**src/rtl/i2c_pkg.sv**
```systemverilog
// i2c_pkg
// Shared types for the I2C byte engine: upstream command encoding, the
// engine state machine states, the four quarter phases of one bit-level
// action, and the width of the quarter counter.
package i2c_pkg;

  // Upstream command encoding as driven on the command port.
  typedef enum logic [1:0] {
    I2C_START    = 2'b00,
    I2C_STOP     = 2'b01,
    I2C_TRANSMIT = 2'b10,
    I2C_RECEIVE  = 2'b11
  } i2cCmd_e;

  // Engine states; BIT covers the eight data cells, ACK the ninth cell.
  typedef enum logic [2:0] {
    IDLE,
    START,
    STOP,
    BIT,
    ACK
  } i2cState_e;

  // Quarter phases of a single bit-level action.
  typedef enum logic [1:0] {
    Q0,
    Q1,
    Q2,
    Q3
  } quarter_e;

  // Wide enough for the largest legal CLOCK_DIV (65535).
  localparam int QCNT_W = 16;

endpackage

```
**src/rtl/i2c_sync.sv**
```systemverilog
// i2c_sync
// Two-flop synchronizer for one open-drain pad input. Both flops preset
// to 1 so a released (pulled-up) line reads high straight out of reset.
// Ports:
//   clk     - sole clock
//   reset   - asynchronous active-low reset
//   async_i - raw pad input
//   sync_o  - synchronized level, two clk cycles behind the pad
module i2c_sync (
  input  logic clk,
  input  logic reset,
  input  logic async_i,
  output logic sync_o
);

  logic meta_q;
  logic sync_q;

  // Plain two-stage shift; only the second stage is ever used downstream.
  always_ff @(posedge clk or negedge reset) begin
    if (!reset) begin
      meta_q <= 1'b1;
      sync_q <= 1'b1;
    end else begin
      meta_q <= async_i;
      sync_q <= meta_q;
    end
  end

  assign sync_o = sync_q;

endmodule

```
**src/rtl/i2c_byte_engine.sv**
```systemverilog
// i2c_byte_engine
// Byte-level I2C master: executes one start, stop, transmit-byte or
// receive-byte command at a time, generating SCL/SDA as open-drain pull
// enables. Every bit-level action is split into four quarter phases of
// CLOCK_DIV clk cycles each; phases that release SCL honour clock stretching.
// Ports:
//   clk, reset           - clock and asynchronous active-low reset
//   command              - 00 start, 01 stop, 10 transmit, 11 receive
//   transmitData         - byte sent by a transmit
//   transmitAck          - ack bit sent after a receive (0 = ACK)
//   transmitValid        - command request, held until cycleDone
//   cycleDone            - one-clk pulse when a command is accepted
//   busy                 - command in progress
//   receiveData          - byte captured by the last completed receive
//   receiveAck           - ack bit sampled by the last completed transmit
//   sclIn, sdaIn         - pad inputs
//   sclOe, sdaOe         - 1 pulls the corresponding line low
module i2c_byte_engine
  import i2c_pkg::*;
#(
  parameter int CLOCK_DIV = 250
) (
  input  logic       clk,
  input  logic       reset,
  input  logic [1:0] command,
  input  logic [7:0] transmitData,
  input  logic       transmitAck,
  input  logic       transmitValid,
  output logic       cycleDone,
  output logic       busy,
  output logic [7:0] receiveData,
  output logic       receiveAck,
  input  logic       sclIn,
  input  logic       sdaIn,
  output logic       sclOe,
  output logic       sdaOe
);

  localparam logic [QCNT_W-1:0] RELOAD = QCNT_W'(CLOCK_DIV - 1);

  logic sclSync;
  logic sdaSync;

  i2c_sync sclSyncInst (
    .clk    (clk),
    .reset  (reset),
    .async_i(sclIn),
    .sync_o (sclSync)
  );

  i2c_sync sdaSyncInst (
    .clk    (clk),
    .reset  (reset),
    .async_i(sdaIn),
    .sync_o (sdaSync)
  );

  i2cState_e         state_q;
  quarter_e          quarter_q;
  logic [QCNT_W-1:0] qCnt_q;
  logic [2:0]        bitCnt_q;
  i2cCmd_e           cmd_q;
  logic [7:0]        shift_q;
  logic              ackBit_q;
  logic              ackSample_q;
  logic              busy_q;
  logic              cycleDone_q;
  logic              sclOe_q;
  logic              sdaOe_q;
  logic [7:0]        receiveData_q;
  logic              receiveAck_q;

  // Phases in which SCL has been released: the quarter count is frozen
  // until the synchronized line actually reads high (slave stretching).
  logic sclReleasePhase;
  logic stretchHold;

  assign sclReleasePhase = (state_q == START && quarter_q == Q0) ||
                           (state_q == STOP  && quarter_q == Q1) ||
                           ((state_q == BIT || state_q == ACK) && quarter_q == Q1);
  assign stretchHold     = sclReleasePhase && !sclSync;

  // Single FSM. Line drive for a phase is registered on the edge that
  // enters it. A shared shift register serves both directions: it shifts
  // out the transmit byte MSB first and shifts in samples at the LSB, so
  // after eight cells it holds the received byte.
  always_ff @(posedge clk or negedge reset) begin
    if (!reset) begin
      state_q       <= IDLE;
      quarter_q     <= Q0;
      qCnt_q        <= '0;
      bitCnt_q      <= '0;
      cmd_q         <= I2C_START;
      shift_q       <= '0;
      ackBit_q      <= 1'b1;
      ackSample_q   <= 1'b1;
      busy_q        <= 1'b0;
      cycleDone_q   <= 1'b0;
      sclOe_q       <= 1'b0;
      sdaOe_q       <= 1'b0;
      receiveData_q <= 8'h00;
      receiveAck_q  <= 1'b1;
    end else begin
      cycleDone_q <= 1'b0;
      if (state_q == IDLE) begin
        if (transmitValid) begin
          cmd_q       <= i2cCmd_e'(command);
          shift_q     <= transmitData;
          ackBit_q    <= transmitAck;
          cycleDone_q <= 1'b1;
          busy_q      <= 1'b1;
          quarter_q   <= Q0;
          qCnt_q      <= RELOAD;
          bitCnt_q    <= '0;
          case (i2cCmd_e'(command))
            // SDA is released here; SCL follows one clk later so a
            // repeated start never lets both rise on the same edge.
            I2C_START: begin
              state_q <= START;
              sdaOe_q <= 1'b0;
            end
            I2C_STOP: begin
              state_q <= STOP;
              sdaOe_q <= 1'b1;
              sclOe_q <= 1'b1;
            end
            I2C_TRANSMIT: begin
              state_q <= BIT;
              sclOe_q <= 1'b1;
              sdaOe_q <= ~transmitData[7];
            end
            default: begin
              state_q <= BIT;
              sclOe_q <= 1'b1;
              sdaOe_q <= 1'b0;
            end
          endcase
        end
      end else begin
        if (state_q == START && quarter_q == Q0) begin
          sclOe_q <= 1'b0;
        end
        if (!stretchHold) begin
          if (qCnt_q != '0) begin
            qCnt_q <= qCnt_q - QCNT_W'(1);
          end else begin
            qCnt_q <= RELOAD;
            case (state_q)
              START: begin
                case (quarter_q)
                  Q0: begin
                    quarter_q <= Q1;
                    sdaOe_q   <= 1'b1;
                  end
                  Q1: begin
                    quarter_q <= Q2;
                    sclOe_q   <= 1'b1;
                  end
                  default: begin
                    state_q   <= IDLE;
                    busy_q    <= 1'b0;
                    quarter_q <= Q0;
                    qCnt_q    <= '0;
                  end
                endcase
              end
              STOP: begin
                case (quarter_q)
                  Q0: begin
                    quarter_q <= Q1;
                    sclOe_q   <= 1'b0;
                  end
                  Q1: begin
                    quarter_q <= Q2;
                    sdaOe_q   <= 1'b0;
                  end
                  default: begin
                    state_q   <= IDLE;
                    busy_q    <= 1'b0;
                    quarter_q <= Q0;
                    qCnt_q    <= '0;
                  end
                endcase
              end
              BIT, ACK: begin
                case (quarter_q)
                  Q0: begin
                    quarter_q <= Q1;
                    sclOe_q   <= 1'b0;
                  end
                  Q1: begin
                    quarter_q <= Q2;
                  end
                  // End of Q2 is the last clk of the SCL-high window.
                  Q2: begin
                    quarter_q <= Q3;
                    sclOe_q   <= 1'b1;
                    if (state_q == BIT) begin
                      shift_q <= {shift_q[6:0], sdaSync};
                    end else begin
                      ackSample_q <= sdaSync;
                    end
                  end
                  default: begin
                    if (state_q == BIT) begin
                      // 3-bit counter wraps 7->0 as the ACK cell begins.
                      bitCnt_q  <= bitCnt_q + 3'd1;
                      quarter_q <= Q0;
                      if (bitCnt_q == 3'd7) begin
                        state_q <= ACK;
                        sdaOe_q <= (cmd_q == I2C_RECEIVE) ? ~ackBit_q : 1'b0;
                      end else begin
                        sdaOe_q <= (cmd_q == I2C_TRANSMIT) ? ~shift_q[7] : 1'b0;
                      end
                    end else begin
                      // Byte complete: SCL stays pulled low, SDA released.
                      state_q   <= IDLE;
                      busy_q    <= 1'b0;
                      quarter_q <= Q0;
                      qCnt_q    <= '0;
                      sdaOe_q   <= 1'b0;
                      if (cmd_q == I2C_TRANSMIT) begin
                        receiveAck_q <= ackSample_q;
                      end else begin
                        receiveData_q <= shift_q;
                      end
                    end
                  end
                endcase
              end
              default: begin
                state_q <= IDLE;
                busy_q  <= 1'b0;
              end
            endcase
          end
        end
      end
    end
  end

  assign cycleDone   = cycleDone_q;
  assign busy        = busy_q;
  assign receiveData = receiveData_q;
  assign receiveAck  = receiveAck_q;
  assign sclOe       = sclOe_q;
  assign sdaOe       = sdaOe_q;

endmodule

```
**config.mk**
```make
export PLATFORM = sky130hd
export DESIGN_NAME = i2c_byte_engine
export DESIGN_NICKNAME = d
export VERILOG_FILES = /design/src/rtl/i2c_pkg.sv /design/src/rtl/i2c_sync.sv /design/src/rtl/i2c_byte_engine.sv
export SDC_FILE = /design/constraint.sdc
export NUM_CORES = 1
export LEC_CHECK = 0
export CORE_AREA = 5 5 75 91
export DETAILED_ROUTE_END_ITERATION = 16
export DIE_AREA = 0 0 80 96
export PLACE_DENSITY = 0.75
export SLEW_MARGIN = 20
export SYNTH_ARGS = -nofsm -noshare
export SYNTH_HDL_FRONTEND = slang
export SYNTH_HIERARCHICAL = 1
export SYNTH_SLANG_ARGS = --single-unit
```
**constraint.sdc**
```tcl
create_clock -name clk -period 6 [get_ports clk]
set_clock_uncertainty 0.1 [all_clocks]
set_input_delay 0.6 -clock clk [delete_from_list [all_inputs] [get_ports clk]]
set_output_delay 0.6 -clock clk [all_outputs]
set_load 0.02 [all_outputs]
```
; ---- Yosys cells after proc, flatten, opt, wreduce, memory -nomap -nowiden
; Cells that the tools add are included.
[op_classes]
addsub = 2
n_eq_ne = 22
muxes = 72
bitwise = 9
n_reduce_logical = 33
[ops]
columns = op, count
row1 = $mux 8, 10
row2 = $mux 16, 4
row3 = $mux 3, 15
row4 = $reduce_and 6->1, 5
row5 = $mux 1, 28
row6 = $reduce_and 7->1, 3
row7 = $pmux 8 s2, 1
row8 = $reduce_bool 16->1, 1
row9 = $sub 16x1->16 const B, 1
row10 = $pmux 2 s2, 3
row11 = $not 1->1, 9
row12 = $eq 2x2->1 const B, 4
row13 = $mux 2, 4
row14 = $eq 3x2->1 const B, 2
row15 = $eq 3x3->1 const B, 2
row16 = $ne 2x2->1 const B, 3
row17 = $ne 3x1->1 const B, 2
row18 = $ne 3x3->1 const B, 2
row19 = $pmux 1 s2, 3
row20 = $pmux 1 s3, 2
row21 = $pmux 2 s3, 1
row22 = $pmux 3 s2, 1
row23 = $reduce_and 2->1, 3
row24 = $reduce_bool 2->1, 3
row25 = other kinds (16), 26
[totals]
register_bits = 53
inputBits = 16
word_cells = 156

; ---- Longest topological paths before layout
; Gate-level depths: netlist of the first run.
[logic_depth]
ltp_word = 9
mapped_depth = 9
mapped_depth_nobuf = 7

; ---- Hierarchy
; Netlist of the first run, hierarchy kept.
[by_module_without_submodules]
columns = module, n_inst, cells_each, area_each_um2, seq_area_each_um2
row1 = i2c_byte_engine, 1, 289, 2977.9, 1229.9
row2 = i2c_sync, 2, 2, 52.6, 52.6

; ---- Worst setup path after synthesis of the first run
; Ideal clock, no wire load.
[synth_timing]
kind = register to register
startpoint = register quarter_q[0]
endpoint = register qCnt_q[7]
setup_time_ns = 0.122
arrival_time_ns = 2.006
slack_ns = 3.771
path_stages_with_launch = 9
cell_sequence = dfrtp_1 -> inv_1 -> ha_1 -> or2_2 -> o32a_1 -> a211oi_2 -> buf_4 -> a21oi_1 -> a2bb2oi_1
[synth_via]
elab_chain_len = 7
word_cells_on_any_way = 19
classes_between = eq/ne (3) / mux (6) / reduce/logical (10)
[synth_rtl]
columns = element, line
row1 = "start, declared", i2c_byte_engine.sv:59  ; quarter_e quarter_q;
row2 = "start signal, assigned", i2c_byte_engine.sv:90  ; quarter_q <= Q0;
row3 = "start signal, assigned", i2c_byte_engine.sv:112  ; quarter_q <= Q0;
row4 = "start signal, assigned", i2c_byte_engine.sv:152  ; quarter_q <= Q1;
row5 = "$eq 2x1->1, or another cell as far along", -
row6 = "$reduce_or 3->1 (no source line), or another cell as far along", -
row7 = "$mux 8, or another cell as far along", i2c_byte_engine.sv:186  ; case (quarter_q)
row8 = $pmux 8 s2 or $logic_or 1x1->1 (tied branches), "i2c_byte_engine.sv:148, i2c_byte_engine.sv:79"
row9 = $mux 16 or $logic_and 1x1->1 (tied branches), "i2c_byte_engine.sv:144, i2c_byte_engine.sv:81"
row10 = $mux 16 or $ne 2x1->1 (tied branches), -
row11 = $mux 16 or $reduce_and 2->1 (tied branches), -
row12 = "end signal, assigned", i2c_byte_engine.sv:145  ; qCnt_q <= qCnt_q - QCNT_W'(1);
row13 = "end, declared", i2c_byte_engine.sv:60  ; logic [QCNT_W-1:0] qCnt_q;
; Parallel ways exist; a longest one is shown, timed or not. The select of a mux whose other input is x is not followed.
; A chain may end at the register's enable or synchronous reset.

; ---- Final worst setup path of the first run
[layout_timing]
startpoint = register quarter_q[0]
endpoint = register shift_q[0]
[layout_via]
elab_chain_len = 7
word_cells_on_any_way = 12
classes_between = eq/ne (3) / reduce/logical (9)
[layout_rtl]
columns = element, line
row1 = $eq 2x1->1 or $logic_not 2->1 (tied branches), "i2c_byte_engine.sv:79, i2c_byte_engine.sv:80, i2c_byte_engine.sv:78"
row2 = $logic_and 1x1->1 (on tied branches), "i2c_byte_engine.sv:79, i2c_byte_engine.sv:78"
row3 = $logic_or 1x1->1, i2c_byte_engine.sv:78  ; assign sclReleasePhase = (state_q == START && quarter_q == Q0) ||
row4 = $logic_or 1x1->1, i2c_byte_engine.sv:79  ; (state_q == STOP && quarter_q == Q1) ||
row5 = $logic_and 1x1->1, i2c_byte_engine.sv:81  ; assign stretchHold = sclReleasePhase && !sclSync;
row6 = $ne 2x1->1 (no source line), -
row7 = $reduce_and 6->1 (no source line) (*), -
row8 = "end signal, assigned", i2c_byte_engine.sv:108  ; shift_q <= transmitData;
row9 = "end signal, assigned", i2c_byte_engine.sv:199  ; shift_q <= {shift_q[6:0], sdaSync};
row10 = "end, declared", i2c_byte_engine.sv:63  ; logic [7:0] shift_q;
; Every way passes the cells marked *; elsewhere a longest branch is shown, timed or not.

==> metrics, run 1 <==
VDD IR max roughly 0.23 mV; post-synth top area share a little under two fifths; Die Wd roughly 80 µm; Nets between 300 and 400; total gr overflow 0; status complete, no violations; Leak approximately 1.5 nW; first-pass GRT wire length 10.9 mm; vias ~2300; Switching Share 38.4%; post-CTS setup buffer count 0; initial antenna violation count 0; number of port buffers 28; sequential share of power between 40% and 50%; CTS hold repair buffers 0; cell taking the most area after synthesis dfrtp_1; critical setup path kind register to register; Avg Inst Size Synth between 10 and 15 µm²; Layout area overhead 14.0%; register area share after synthesis a little over two fifths; CTS buffer count 5; Top Ports 29; Final GP Congestion around 0.89; reg2reg setup slack about 3.1 ns; final hold viol count 0; DRT iter0 DRCs 79; fin util approximately three fifths; setup tns final 0 ns; measured slew at the worst slew-check pin approximately 0.8 ns; combinational power share 39.7%; Clock Sinks 53; CP max-delay cell o21a_1; Cells after Synth ~300; final setup fails 0; CTS tree built; minimum clock period between 2 and 3 ns; Max Clk Rate 0.345 GHz; total wire length roughly 6.4 mm; post-synth design cell area approximately 3100 µm²; TritonRoute pass-1 iters 4; Synth Net Count ~320; Global Route Usage Sum 18.2%; via density per instance a little under 6; CP Launch Type register; Worst EP arrival about 3.0 ns; die height about 96 µm; unrepaired setup endpoints after global routing false; synth top area cells dfrtp_1 37%, mux2_2 11%, ha_1 6.1%; crit path cell chain inv_1 > ha_1 > nand2b_1 > a211oi_1 > o21a_1 > nor3_4 > mux2_2; EDFF count, synth 0; post-CTS sizing 0; DR WL/cell about 16 µm; Final ANT Viol Nets 0; DR DRC count 0; Pwr per Cell Area approximately 380 nW/µm²; Netlist cell types 60; vias in the first global route about 2300; clock-pin slew on the worst setup and hold paths about 0.10 ns; synth warn 6; site row count 31; clock network fraction of total power between 10% and 20%; H-tree level count 2; Rel. slew slack just under 50%; internal power around 0.83 mW; CP required approximately 6.1 ns; largest net degree at the start of global routing 54; starting density of the core 52.3%; crit share post-route roughly 48%; Max clock buf depth 2; number of max-cap violations 0; Synth Flop Type dfrtp_1; Psw 0.520 mW; crit end category register; DIE AREA 7680 µm²; ant diodes 0; filler instances 501; Seq cells post-synth 53; share of cells above drive strength 1 roughly a fifth; Root Driver clkbuf_8; Slew Limit Fails 0; Worst-Skew Late Latency 0.31 ns; Async S/R FF share, synth 100%; Critical Path Max Stage Delay about 0.70 ns; maximum fanout along the worst path 22; CORE AREA roughly 5900 µm²; Power Total between 1 and 1.5 mW; hpwl dp ~4.4 mm; Worst Hold Class register to register
[flip-flops by register name (all words and copies together) (netlist names), 2 cells and up]
register	flops
qCnt_q	16
receiveData	8
shift_q	8
bitCnt_q	3
state_q	3
cmd_q	2
quarter_q	2
[cells in the mapped netlist (all sizes together) (3+ instances only)]
cell and n:
nand2 19, a22o 3, mux2i 4, nand3 7, a2bb2oi 5, nor2 12
nor3 9, dfstp 7, o21ai 24, inv 17, o22ai 6, nand4 5
nor4 5, nor2b 4, or3b 3, dfrtp 46, a21oi 9, clkbuf 4
nand2b 5, mux2 29, buf 10, or3 9, a22oi 3, ha 15
a211oi 4, a31oi 4
[final timing paths]
| kind | start | end | depth (start not counted) |
|---|---|---|---|
| max reg2reg | quarter_q[0] | shift_q[0] | 7 |
| min in group asynchronous | reset | qCnt_q[8] | 2 |
| min reg2reg | sdaSyncInst/meta_q | sdaSyncInst/sync_o | 0 |
| min | sdaSyncInst/meta_q | sdaSyncInst/sync_o | 0 |
| max in group asynchronous | reset | quarter_q[1] | 2 |
| max | quarter_q[0] | shift_q[0] | 7 |
[power by group through the flow]
stage,Clock (mW),Combinational [mW],Sequential [mW]
after floorplan,0,0.458,0.512
after global placement,0,0.519,0.563
after detailed placement,0,0.530,0.566
after CTS,0.260,0.536,0.559
after global routing,0.281,0.590,0.577
final,0.256,0.537,0.560
[area by class of cell]
type | instances | area (µm²) | area share, %
Sequential cell | 53 | 1340 | 38.0
Inverter | 17 | 63.8 | 1.81
Clock buffer | 6 | 82.6 | 2.35
Multi-Input combinational cell | 209 | 1600 | 45.6
Timing Repair Buffer | 30 | 290 | 8.26
Tap cell | 82 | 103 | 2.92
Clock inverter | 2 | 37.5 | 1.07
[placed cells by master (no fill, tap or decap), types with 4 or more instances in the layout]
master and n:
clkbuf_8 6, nor3_1 6, nand4_1 4, mux2i_1 4
a2bb2oi_1 5, o22ai_1 6, mux2_2 29, nand2_1 19
or3_1 9, clkdlybuf4s50_1 27, dfrtp_1 46, dfstp_2 7
ha_1 15, inv_1 17, nor2_1 12, a21oi_1 9
nand2b_1 5, nor2b_1 4, nand3_1 7, o21ai_0 22
[critical path: cells and delay by family (launching register included)]
| kind | cells | cell delay (ns) |
|---|---|---|
| adder cells (fa/ha/maj) | 1 | 0.27 |
| multiplexers | 1 | 0.32 |
| AND/OR/NAND/NOR | 2 | 0.25 |
| buffers and inverters | 1 | 0.16 |
| flip-flops | 1 | 0.48 |
| AO/OA/AOI/OAI | 2 | 1.22 |
[stage by stage]
| step | hold WS, ns | setup slack [ns] | cells | area [µm²] |
|---|---|---|---|---|
| global placement | 0.246 | 3.14 | 391 | 3400 |
| detailed placement | 0.249 | 3.11 | 391 | 3400 |
| floorplan | 0.204 | 3.77 | 293 | 3080 |
| global route | 0.272 | 2.91 | 399 | 3520 |
| finish | 0.262 | 3.10 | 399 | 3520 |
| CTS | 0.263 | 3.12 | 399 | 3520 |
[kinds of logic (layout without fill, tap and decap cells)]
group	after synthesis	count (layout)	synth area share (%)
simple gates	90	90	18.7
compound gates	69	69	14.8
flops	53	53	43.3
mux	33	33	11.9
buf+inv	31	55	4.67
fa+ha+maj	16	16	6.41
xor+xnor	1	1	0.284
[layer usage]
metal | wire (µm) | vias to the layer above | global-route usage, % | part of all wire (%)
li1 | - | 1122 | - | -
met1 | 2890 | 1129 | 22.8 | 45
met2 | 3130 | 43 | 30.5 | 49
met3 | 197 | 13 | 3.56 | 3.1
met4 | 143 | 0 | 8.17 | 2.3
met5 | 0 | - | 0 | 0
(Power assumes the default switching activity.)
==> run 2: changes to the inputs <==
- clock period: 6 -> 2.8 ns (I/O delays scaled with it)
==> metrics, run 2 (synthesis gave the netlist of run 1 again) <==
Reg2Reg Depth 7 (unchanged); reg2reg setup slack 0.31 ns (was 3.10 ns); share of cells above drive strength 1 23.1% (was 20.5%); internal power 1.74 mW (was 0.833 mW); Max Clk Rate 0.402 GHz (was 0.345 GHz); CTS buffer count 5 (unchanged); clock-pin slew on the worst setup and hold paths 0.11 ns (was 0.10 ns); post-CTS sizing 0 (unchanged); sequential share of power 39.9% (was 41.4%); worst hold start sdaIn (was sdaSyncInst/meta_q); Leak 1.54 nW (was 1.49 nW); site row count 31 (unchanged); DIE AREA 7680 µm² (unchanged); critical setup path kind register to register (unchanged); combinational power share 43.8% (was 39.7%); DR WL/cell 16.2 µm (was 15.9 µm); CTS tree built (unchanged); max reg flops 16 (unchanged); Layout area overhead 16.3% (was 14.0%); Nets 359 (was 347); post-CTS setup buffer count 0 (unchanged); number of port buffers 28 (unchanged); Psw 1.15 mW (was 0.520 mW); commonest cells after routing, fill and taps aside 46 x dfrtp_1, 29 x mux2_2, 27 x clkdlybuf4s50_1 (unchanged); Power Total 2.89 mW (was 1.35 mW); Storage cell area 1340 µm² (unchanged); TritonRoute pass-1 iters 4 (unchanged); Critical Path Source qCnt_q[0] (was quarter_q[0]); crit share post-route 88.9% (was 48.4%); Max clock buf depth 2 (unchanged); DRT iter0 DRCs 103 (was 79); hpwl dp 4.87 mm (was 4.42 mm); Hold EP sdaSyncInst/meta_q (was sdaSyncInst/sync_o); status complete, no violations (unchanged); crit end category register (unchanged); VDD IR max 0.448 mV (was 0.227 mV); Reg with most FFs qCnt_q (unchanged); total gr overflow 0 (unchanged); Worst EP arrival 2.60 ns (was 3.00 ns); Final GP Congestion 0.842 (was 0.895); CP max-delay cell dfrtp_1 (was o21a_1); vias in the first global route 2389 (was 2301); filler instances 526 (was 501); area of the multi-input gates 1600 µm² (unchanged); Root Driver clkbuf_8 (unchanged); reg2reg start qCnt_q[0] (was quarter_q[0]); number of max-cap violations 0 (unchanged); Top Ports 29 (unchanged); Die Wd 80 µm (unchanged); Worst Hold Class input port to register (was register to register); WHS 0.258 ns (was 0.262 ns); measured slew at the worst slew-check pin 0.742 ns (was 0.779 ns); via density per instance 5.71 (was 5.78); ant diodes 0 (unchanged); Slew Limit Fails 0 (unchanged); Critical Path Max Stage Delay 0.43 ns (was 0.70 ns); CP Launch Type register (unchanged); DR DRC count 0 (unchanged); final setup fails 0 (unchanged); Switching Share 39.7% (was 38.4%); first-pass GRT wire length 11.4 mm (was 10.9 mm); maximum fanout along the worst path 9 (was 22); Rel. slew slack 50.5% (was 48.1%); RR Endpoint shift_q[1] (was shift_q[0]); Global Route Usage Sum 18.9% (was 18.2%); Clock Sinks 53 (unchanged); die height 96 µm (unchanged); unrepaired setup endpoints after global routing false (unchanged); starting density of the core 52.3% (unchanged); H-tree level count 2 (unchanged); Worst-Skew Late Latency 0.32 ns (was 0.31 ns); total wire length 6.66 mm (was 6.35 mm); Pwr per Cell Area 805 nW/µm² (was 385 nW/µm²); final hold viol count 0 (unchanged); crit path cell chain inv_1 > ha_1 > nor4b_2 > and4_2 > a31oi_2 > nor3_4 > mux2_2 (was inv_1 > ha_1 > nand2b_1 > a211oi_1 > o21a_1 > nor3_4 > mux2_2); hold path depth 1 (was 0); vias 2346 (was 2307); CP required 2.91 ns (was 6.10 ns); setup tns final 0 ns (unchanged); largest net degree at the start of global routing 36 (was 54); clock network fraction of total power 16.2% (was 18.9%); commonest non-fill, non-tap cell in the layout dfrtp_1 (unchanged); Final ANT Viol Nets 0 (unchanged); initial antenna violation count 0 (unchanged); CORE AREA 5900 µm² (unchanged); minimum clock period 2.49 ns (was 2.90 ns)
## run 2: timing repair
action                     4_1_cts  5_1_grt
hold buffers                     1        0
hold endpoints to repair        26        0
setup endpoints to repair        0        0
## run 2: critical path: cells and delay by family, from the launching register on
family	cells	cell delay, ns
AND/OR/NAND/NOR	3	1.05
flip-flops	1	0.43
multiplexers	1	0.39
adder cells (fa/ha/maj)	1	0.15
AO/OA/AOI/OAI	1	0.14
buffers and inverters	1	0.13
## run 2: cell type report
| type | instances | area share, % |
|---|---|---|
| timing repair buffer | 42 | 10.7 |
| clock buffer | 5 | 1.92 |
| sequential | 53 | 37.2 |
| multi-input combinational | 209 | 44.7 |
| tap | 82 | 2.86 |
| inverter | 17 | 1.78 |
| clock inverter | 3 | 0.803 |
## run 2: through the flow
stage | utilization, % | cell area [µm²] | worst slack (ns) | instances
floorplan | - | 3080 | 0.571 | 293
global placement | 59.0 | 3480 | 0.438 | 402
detailed placement | 59.0 | 3480 | 0.309 | 402
CTS | 60.8 | 3590 | 0.292 | 411
global route | 60.8 | 3590 | 0.155 | 411
finish | 60.8 | 3590 | 0.310 | 411
## run 2: metal layers
layer | vias to the layer above | track usage, % | part of all wire, %
met2 | 42 | 33.1 | 52
met5 | - | 0 | 0
met4 | 0 | 5.35 | 1.1
met3 | 5 | 3.37 | 3.3
met1 | 1157 | 23.9 | 44
li1 | 1142 | - | -
## run 2: how the worst max path moves through the flow
stage	endpoint	cells past startpoint	slack, ns
2_1_floorplan	qCnt_q[7]	8	0.57
3_3_place_gp	shift_q[5]	7	0.44
3_5_place_dp	shift_q[1]	7	0.31
4_1_cts	shift_q[1]	7	0.29
5_1_grt	shift_q[4]	7	0.16
6_report	shift_q[1]	7	0.31
## run 2: power by group through the flow
stage	Clock, mW	Combinational (mW)	Sequential (mW)
6_report	0.468	1.27	1.15
5_1_grt	0.512	1.41	1.19
4_1_cts	0.486	1.27	1.15
3_5_place_dp	0	1.26	1.16
3_3_place_gp	0	1.22	1.15
2_1_floorplan	0	0.982	1.10
